**config.mk**
```make
export PLATFORM = sky130hd
export DESIGN_NAME = sbox_init_engine
export DESIGN_NICKNAME = d
export VERILOG_FILES = /design/src/rtl/rc4_pkg.sv /design/src/rtl/sbox_check_unit.sv /design/src/rtl/sbox_init_engine.sv
export SDC_FILE = /design/constraint.sdc
export NUM_CORES = 1
export LEC_CHECK = 0
export CORE_AREA = 2 2 96 79
export CTS_CLUSTER_SIZE = 40
export DETAILED_ROUTE_END_ITERATION = 10
export DIE_AREA = 0 0 98 81
export DONT_BUFFER_PORTS = 1
export GPL_TIMING_DRIVEN = 1
export PLACE_DENSITY = 0.57
export SLEW_MARGIN = 40
export SYNTH_ARGS = -nofsm -noshare
export SYNTH_HDL_FRONTEND = slang
export SYNTH_SLANG_ARGS = --single-unit
```
**constraint.sdc**
```tcl
create_clock -name clk -period 1.9 [get_ports clk]
set_clock_uncertainty 0.05 [all_clocks]
set_input_delay 0.38 -clock clk [delete_from_list [all_inputs] [get_ports clk]]
set_output_delay 0.38 -clock clk [all_outputs]
set_load 0.05 [all_outputs]
```
**src/rtl/rc4_pkg.sv**
```systemverilog
// Shared types for the S-box initialisation engine: operation modes and FSM states.
package rc4_pkg;

  typedef enum logic [1:0] {
    IDENT   = 2'd0,
    REVERSE = 2'd1,
    FILL    = 2'd2,
    CHECK   = 2'd3
  } init_mode_t;

  typedef enum logic [2:0] {
    IDLE,
    WRITE,
    READ,
    DRAIN,
    DONE
  } state_t;

endpackage

```
**src/rtl/sbox_check_unit.sv**
```systemverilog
// Compares read-back words against their index and accumulates mismatch
// status (first failing address, count) until cleared by a new operation.
module sbox_check_unit #(
  parameter int ADDR_W = 8,
  parameter int DATA_W = 8
) (
  input  logic              clk,
  input  logic              reset_n,
  input  logic              clear,
  input  logic              cmp_valid,
  input  logic [ADDR_W-1:0] cmp_idx,
  input  logic [DATA_W-1:0] rd_data,
  output logic              err,
  output logic [ADDR_W-1:0] err_addr,
  output logic [ADDR_W:0]   err_count
);

  logic              err_q, err_d;
  logic [ADDR_W-1:0] err_addr_q, err_addr_d;
  logic [ADDR_W:0]   err_count_q, err_count_d;
  logic [DATA_W-1:0] exp_word;

  always_comb begin
    exp_word    = DATA_W'(cmp_idx);
    err_d       = err_q;
    err_addr_d  = err_addr_q;
    err_count_d = err_count_q;
    if (clear) begin
      err_d       = 1'b0;
      err_addr_d  = '0;
      err_count_d = '0;
    end else if (cmp_valid && (rd_data != exp_word)) begin
      err_d       = 1'b1;
      err_count_d = err_count_q + 1'b1;
      if (!err_q) err_addr_d = cmp_idx;
    end
  end

  always_ff @(posedge clk) begin
    if (!reset_n) begin
      err_q       <= 1'b0;
      err_addr_q  <= '0;
      err_count_q <= '0;
    end else begin
      err_q       <= err_d;
      err_addr_q  <= err_addr_d;
      err_count_q <= err_count_d;
    end
  end

  assign err       = err_q;
  assign err_addr  = err_addr_q;
  assign err_count = err_count_q;

endmodule

```
**src/rtl/sbox_init_engine.sv**
```systemverilog
// Sequences DEPTH memory writes (identity, reverse or fill pattern) or a
// read-back identity check, one word per cycle with registered outputs.
module sbox_init_engine
  import rc4_pkg::*;
#(
  parameter int ADDR_W = 8,
  parameter int DATA_W = 8,
  parameter int DEPTH  = 256
) (
  input  logic              clk,
  input  logic              reset_n,
  input  logic              start,
  input  init_mode_t        mode,
  input  logic [DATA_W-1:0] fill_value,
  output logic [ADDR_W-1:0] address,
  output logic [DATA_W-1:0] wr_data,
  output logic              wren,
  input  logic [DATA_W-1:0] rd_data,
  output logic              busy,
  output logic              done,
  output logic              err,
  output logic [ADDR_W-1:0] err_addr,
  output logic [ADDR_W:0]   err_count
);

  if (DEPTH < 1 || DEPTH > (2 ** ADDR_W)) begin : g_bad_depth
    $error("sbox_init_engine: DEPTH must be in 1..2**ADDR_W");
  end

  localparam logic [ADDR_W:0] LAST = (ADDR_W + 1)'(DEPTH);

  state_t            state_q, state_d;
  init_mode_t        mode_q, mode_d;
  logic [DATA_W-1:0] fill_q, fill_d;
  logic [ADDR_W:0]   idx_q, idx_d;
  logic [ADDR_W-1:0] address_q, address_d;
  logic [DATA_W-1:0] wr_data_q, wr_data_d;
  logic              wren_q, wren_d;
  logic              busy_q, busy_d;
  logic              done_q, done_d;
  logic              cmp_valid_q, cmp_valid_d;
  logic [ADDR_W-1:0] cmp_idx_q, cmp_idx_d;
  logic              clear;

  function automatic logic [DATA_W-1:0] word_for(init_mode_t m, logic [ADDR_W:0] i,
                                                 logic [DATA_W-1:0] f);
    logic [31:0] rev;
    rev = 32'(DEPTH) - 32'd1 - 32'(i);
    case (m)
      IDENT:   return DATA_W'(i);
      REVERSE: return DATA_W'(rev);
      default: return f;
    endcase
  endfunction

  // The first word is issued on the accepting edge, so idx holds the next index.
  always_comb begin
    state_d     = state_q;
    mode_d      = mode_q;
    fill_d      = fill_q;
    idx_d       = idx_q;
    address_d   = address_q;
    wr_data_d   = wr_data_q;
    wren_d      = 1'b0;
    busy_d      = busy_q;
    done_d      = 1'b0;
    clear       = 1'b0;
    cmp_valid_d = (state_q == READ);
    cmp_idx_d   = address_q;
    case (state_q)
      IDLE: begin
        if (start) begin
          clear     = 1'b1;
          mode_d    = mode;
          fill_d    = fill_value;
          idx_d     = (ADDR_W + 1)'(1);
          address_d = '0;
          busy_d    = 1'b1;
          if (mode == CHECK) begin
            state_d = READ;
          end else begin
            state_d   = WRITE;
            wren_d    = 1'b1;
            wr_data_d = word_for(mode, '0, fill_value);
          end
        end
      end
      WRITE: begin
        if (idx_q == LAST) begin
          state_d = DONE;
          done_d  = 1'b1;
          busy_d  = 1'b0;
        end else begin
          wren_d    = 1'b1;
          address_d = idx_q[ADDR_W-1:0];
          wr_data_d = word_for(mode_q, idx_q, fill_q);
          idx_d     = idx_q + 1'b1;
        end
      end
      READ: begin
        if (idx_q == LAST) begin
          state_d = DRAIN;
        end else begin
          address_d = idx_q[ADDR_W-1:0];
          idx_d     = idx_q + 1'b1;
        end
      end
      DRAIN: begin
        state_d = DONE;
        done_d  = 1'b1;
        busy_d  = 1'b0;
      end
      default: begin
        state_d = IDLE;
      end
    endcase
  end

  always_ff @(posedge clk) begin
    if (!reset_n) begin
      state_q     <= IDLE;
      mode_q      <= IDENT;
      fill_q      <= '0;
      idx_q       <= '0;
      address_q   <= '0;
      wr_data_q   <= '0;
      wren_q      <= 1'b0;
      busy_q      <= 1'b0;
      done_q      <= 1'b0;
      cmp_valid_q <= 1'b0;
      cmp_idx_q   <= '0;
    end else begin
      state_q     <= state_d;
      mode_q      <= mode_d;
      fill_q      <= fill_d;
      idx_q       <= idx_d;
      address_q   <= address_d;
      wr_data_q   <= wr_data_d;
      wren_q      <= wren_d;
      busy_q      <= busy_d;
      done_q      <= done_d;
      cmp_valid_q <= cmp_valid_d;
      cmp_idx_q   <= cmp_idx_d;
    end
  end

  sbox_check_unit #(
    .ADDR_W(ADDR_W),
    .DATA_W(DATA_W)
  ) u_check (
    .clk      (clk),
    .reset_n  (reset_n),
    .clear    (clear),
    .cmp_valid(cmp_valid_q),
    .cmp_idx  (cmp_idx_q),
    .rd_data  (rd_data),
    .err      (err),
    .err_addr (err_addr),
    .err_count(err_count)
  );

  assign address = address_q;
  assign wr_data = wr_data_q;
  assign wren    = wren_q;
  assign busy    = busy_q;
  assign done    = done_q;

endmodule

```
### Yosys cells after proc, flatten, opt, wreduce, memory -nomap -nowiden

Index checks and enable logic that the tools add are counted.

* bits in registers: 68
* ROM bits: 0
* logic and storage cells: 76
* bits in latches: 0
* memory bits (writable): 0
* output and inout port bits: 37
* bits of input ports: 21
* memories kept: 0

* $add $sub $neg: 3
* bitwise operators: 2
* mux-type cells: 28
* shift-type cells: 0
* divide/modulo/power cells: 0
* equality and inequality tests: 14
* order comparisons: 0
* $mul: 0
* reduce and logical (&&, ||, !) cells: 15

Operators with widths (count)
* one-hot mux 8 bit (2 select lines): 4
* two-way mux 8 bit: 5
* adder 9 x 1 -> 9 bit (second input constant): 2
* two-way mux 9 bit: 2
* one-hot mux 9 bit (2 select lines): 1
* one-hot mux 3 bit (4 select lines): 1
* inequality test 2 bit (second input constant): 5
* equality test 9 bit (second input constant): 1
* two-way mux 3 bit: 3
* AND reduction 3 bit: 3
* two-way mux 1 bit: 8
* inequality test 8 bit: 1
* subtractor 8 bit (first input constant): 1
* equality test 3 x 2 -> 1 bit (second input constant): 2
* equality test 2 x 1 -> 1 bit (second input constant): 2
* logical NOT 2 bit: 2
* one-hot mux 1 bit (2 select lines): 2
* AND reduction 2 bit: 2
* AND reduction 4 bit: 1
* nonzero test 2 bit: 2
* OR reduction 2 bit: 2
* equality test 3 x 1 -> 1 bit (second input constant): 1
* logical NOT 3 bit: 1
* one-hot mux 1 bit (3 select lines): 1
* 6 further kinds: 7

### Logic depth before layout (Yosys ltp)

* depth in word-level cells: 5
* depth in mapped cells: 8
* gate-level depth less buffers: 7

### Modules after synthesis

Synthesis repeated with hierarchy kept, for this count alone.

* cells, all modules: 351
* area, all modules: 3056.7 µm²

Modules (own cells, without submodules)
* sbox_init_engine: seq. area each 1001.0 µm², instances 1, area an instance 2204.6 µm², cells an instance 251
* sbox_check_unit: seq. area each 360.3 µm², instances 1, area an instance 852.1 µm², cells an instance 100

### Worst setup path before layout

No wires, ideal clock.

* path kind: register -> register
* start point: register u_check.err_count_q[0], in the netlist u_check.err_count[0]
* end point: register u_check.err_count_q[8], in the netlist u_check.err_count[8]
* clock period less this slack: 1.799 ns
* setup slack: 0.101 ns
* library setup time: 0.071 ns
* arrival: 1.677 ns
* required time: 1.779 ns
* stages on the path, launching flop included: 5
* buffers on the path: 0
* path through: dfxtp_1 > ha_1 > nand4_1 > or4_1 > a21oi_1

* word-level cells in the longest chain between the ends: 1

Ends and longest elaborated chain
* start, declared: line sbox_check_unit.sv:20 `logic [ADDR_W:0] err_count_q, err_count_d;`
* start signal, assigned: line sbox_check_unit.sv:47 `err_count_q <= err_count_d;`
* adder 9 x 1 -> 9 bit: line sbox_check_unit.sv:34 `err_count_d = err_count_q + 1'b1;`

No other way between the ends.
A chain may end at the register's enable or synchronous reset.

### Final worst setup path

* start point: register idx_q[2]
* end point: register wr_data_q[1], in the netlist wr_data[1]

* word-level cells in the longest chain between the ends: 3

Ends and longest elaborated chain
* start, declared: line sbox_init_engine.sv:35 `logic [ADDR_W:0] idx_q, idx_d;`
* start signal, assigned: line sbox_init_engine.sv:136 `idx_q <= idx_d;`
* equality test 9 bit: line sbox_init_engine.sv:89 `if (idx_q == LAST) begin`
* inequality test 2 bit (no line)
* AND reduction 4 bit (no line)
* end signal, assigned: line sbox_init_engine.sv:138 `wr_data_q <= wr_data_d;`
* end, declared: line sbox_init_engine.sv:37 `logic [DATA_W-1:0] wr_data_q, wr_data_d;`

No other way between the ends.

==> impl_metrics.yaml <==
run_status:
  outcome: "complete, no violations"
grt:
  grt_pass1_wl_um: 11100
  grt.total_usage_pct: 17.7
  antenna_found_initial: 0
  overflow: 0
  use_met2_pct: 27.9
  grt_use_met3_pct: 6.80
  grt_start_max_net_pins: 19
  met1_usage_pct: 23.2
  grt_busiest_layer: "met2"
  grt_pass1_vias: 2264
worst_setup_path:
  critPathCaptureType: "register"
  crit_type: "reg -> reg"
  path_max_fanout: 8
  cp-start-kind: "register"
  cp.required_ns: 2.14
  cp.arrival_ns: 2.02
worst_hold_path:
  worstHoldPathType: "in -> reg"
final_layout:
  area_delta_synth_final_pct: 15.0
  utilization_pct: 49.7
  diodes: 0
  nets: 383
  drive_above_1_share_pct: 20.9
die:
  die_w_um: 98
  dieArea_sq_um: 7940
  die_y_um: 81
  initial_core_util_pct: 43.2
  io_pins: 58
  rows: 28
  coreArea_sq_um: 7110
timing:
  maxSlewViolCount: 0
  fmax_mhz: 560
  setup_viol: 0
  worst_hold_slack_ns: 0.111
  period_minus_slack_ns: 1.79
  relSlewSlack_pct: 58.8
  rsz0062_at_grt: "no"
  post-route-period-util_pct: 94.0
  hold_violations: 0
  fin_tns_setup_ns: 0
  worst_pin_slew_ns: 0.617
logic_synthesis:
  synth_top_area_cell: "dfxtp_1"
  ys_seq_area_share_pct: 44.3
  synth_common_cells: "dfxtp_1 (68), nand2_1 (45), nor2_1 (36)"
  async_flop_share_pct: 0
  syn_area_per_cell_sq_um: 9.29
  ys.flop_type: "dfxtp_1"
  synth_cells: 331
  synth_seq_cells: 68
  yosys-top-cells-area: "dfxtp_1 (44%), nand2_1 (5.5%), nor2_1 (4.4%)"
  yosysWarnings: 0
  synth_edf_count: 0
  synth_top_area_share_pct: 44.3
  synth.most_common_cell: "dfxtp_1"
  syn_nets: 355
  yosysUniqueCellTypes: 60
  synthesis.area_sq_um: 3080
route:
  wl_um: 6960
  viasPerCell: 5.39
  drc: 0
  wire_per_inst_um: 15.3
  dr.pass1.iters: 4
  routed-via-count: 2448
  drtIter0Drc: 145
  ant_nets: 0
place:
  gp_congestion: 0.830
  dpl.hpwl_um: 5040
  port_buffers: 0
clock_tree:
  clock_path_buffers: 2
  tritoncts: "done"
  cts.sinks: 68
  cts_root_buf: "clkbuf_8"
  cts_hold_buf: 0
  clk_latency_ns: 0.35
  cts_buffers: 9
  clk_pin_slew_worst_paths_ns: 0.08
  cts_max_level: 3
run:
  drv_cap: 0
pwr:
  leakagePower_nw: 1.34
  powerDensity_nw_per_um2: 913
  ir_worst_vdd_mv: 0.550
[worst paths after layout]
path                endpoint     startpoint  slack, ns  cells past startpoint
setup / recovery  wr_data[1]       idx_q[2]       0.11                      5
hold / removal     fill_q[5]  fill_value[5]       0.11                      2
setup reg to reg  wr_data[1]       idx_q[2]       0.11                      5
hold reg to reg    fill_q[6]      fill_q[6]       0.40                      2
[per-layer routing]
metal  vias up  share of wire, %
met5         -                 0
met4         0              0.85
met3         4               7.3
met2        67                46
met1      1149                46
li1       1228                 -
[timing repair]
action	in CTS	in global routing
setup buffers	0	5
setup endpoints to repair	0	18
resized for setup	0	4
[power breakdown]
| group | switching [W] | total, W | internal [W] | leakage (nW) |
|---|---|---|---|---|
| registers | 0.000150 | 0.00163 | 0.00148 | 0.552 |
| clock network | 0.000553 | 0.00119 | 0.000638 | 0.0983 |
| logic | 0.000226 | 0.000407 | 0.000181 | 0.686 |
| total | 0.000929 | 0.00323 | 0.00230 | 1.34 |
[registers in the layout, summed over array words and instances, names as in the netlist, 2 cells and up]
name,count
idx_q,9
u_check.err_count,9
address,8
cmp_idx_q,8
fill_q,8
u_check.err_addr,8
wr_data,8
state_q,3
mode_q,2
[layout make-up]
type | count | area (sq um)
tap | 90 | 113
multi-input combinational | 239 | 1570
timing repair buffer | 37 | 278
clock buffer | 10 | 138
sequential | 68 | 1360
clock inverter | 6 | 63.8
inverter | 4 | 15.0
fill | 689 | 3570
[through the flow]
step | cell area (sq um) | power (W) | setup WS [ns] | instances
2_1_floorplan | 3080 | 0.00195 | 0.101 | 331
4_1_cts | 3480 | 0.00323 | 0.0302 | 449
3_3_place_gp | 3280 | 0.00203 | 0.106 | 433
6_report | 3540 | 0.00323 | 0.114 | 454
3_5_place_dp | 3280 | 0.00204 | 0.0477 | 433
5_1_grt | 3540 | 0.00338 | 0.0305 | 454
[cells in the final DEF (no fill, tap or decap), types with 4 or more instances in the layout]
master,Yosys,layout
dfxtp_1,68,67
nand2_1,45,45
buf_4,1,37
nor2_1,36,36
a21oi_1,24,24
o211ai_1,11,11
xnor2_1,10,10
clkbuf_8,3,10
and2_1,10,9
xor2_1,10,9
a211o_1,8,8
a32o_1,8,8
mux2i_1,8,8
nand3_1,5,5
inv_1,4,4
and3_1,4,4
o21ai_0,4,4
[critical path, stage by stage (launching register included)]
cell and delay (ns):
dfxtp_1 0.31, or4_4 0.57, o21ai_1 0.13, a21boi_2 0.23, and2_2 0.28, a32o_1 0.15
[logic make-up (layout without fill, tap and decap cells)]
kind of cell / count (synthesis) / in the layout / synth area share (%)
and+or+nand+nor: 127 / 127 / 21.3
AOI/OAI and AO/OA: 81 / 81 / 19.7
DFF: 68 / 68 / 44.3
buffers and inverters: 24 / 57 / 5.21
xor gates and xnor gates: 20 / 20 / 5.70
muxes: 8 / 8 / 2.60
adders and majority gates: 3 / 3 / 1.22
(Power assumes the default switching activity.)
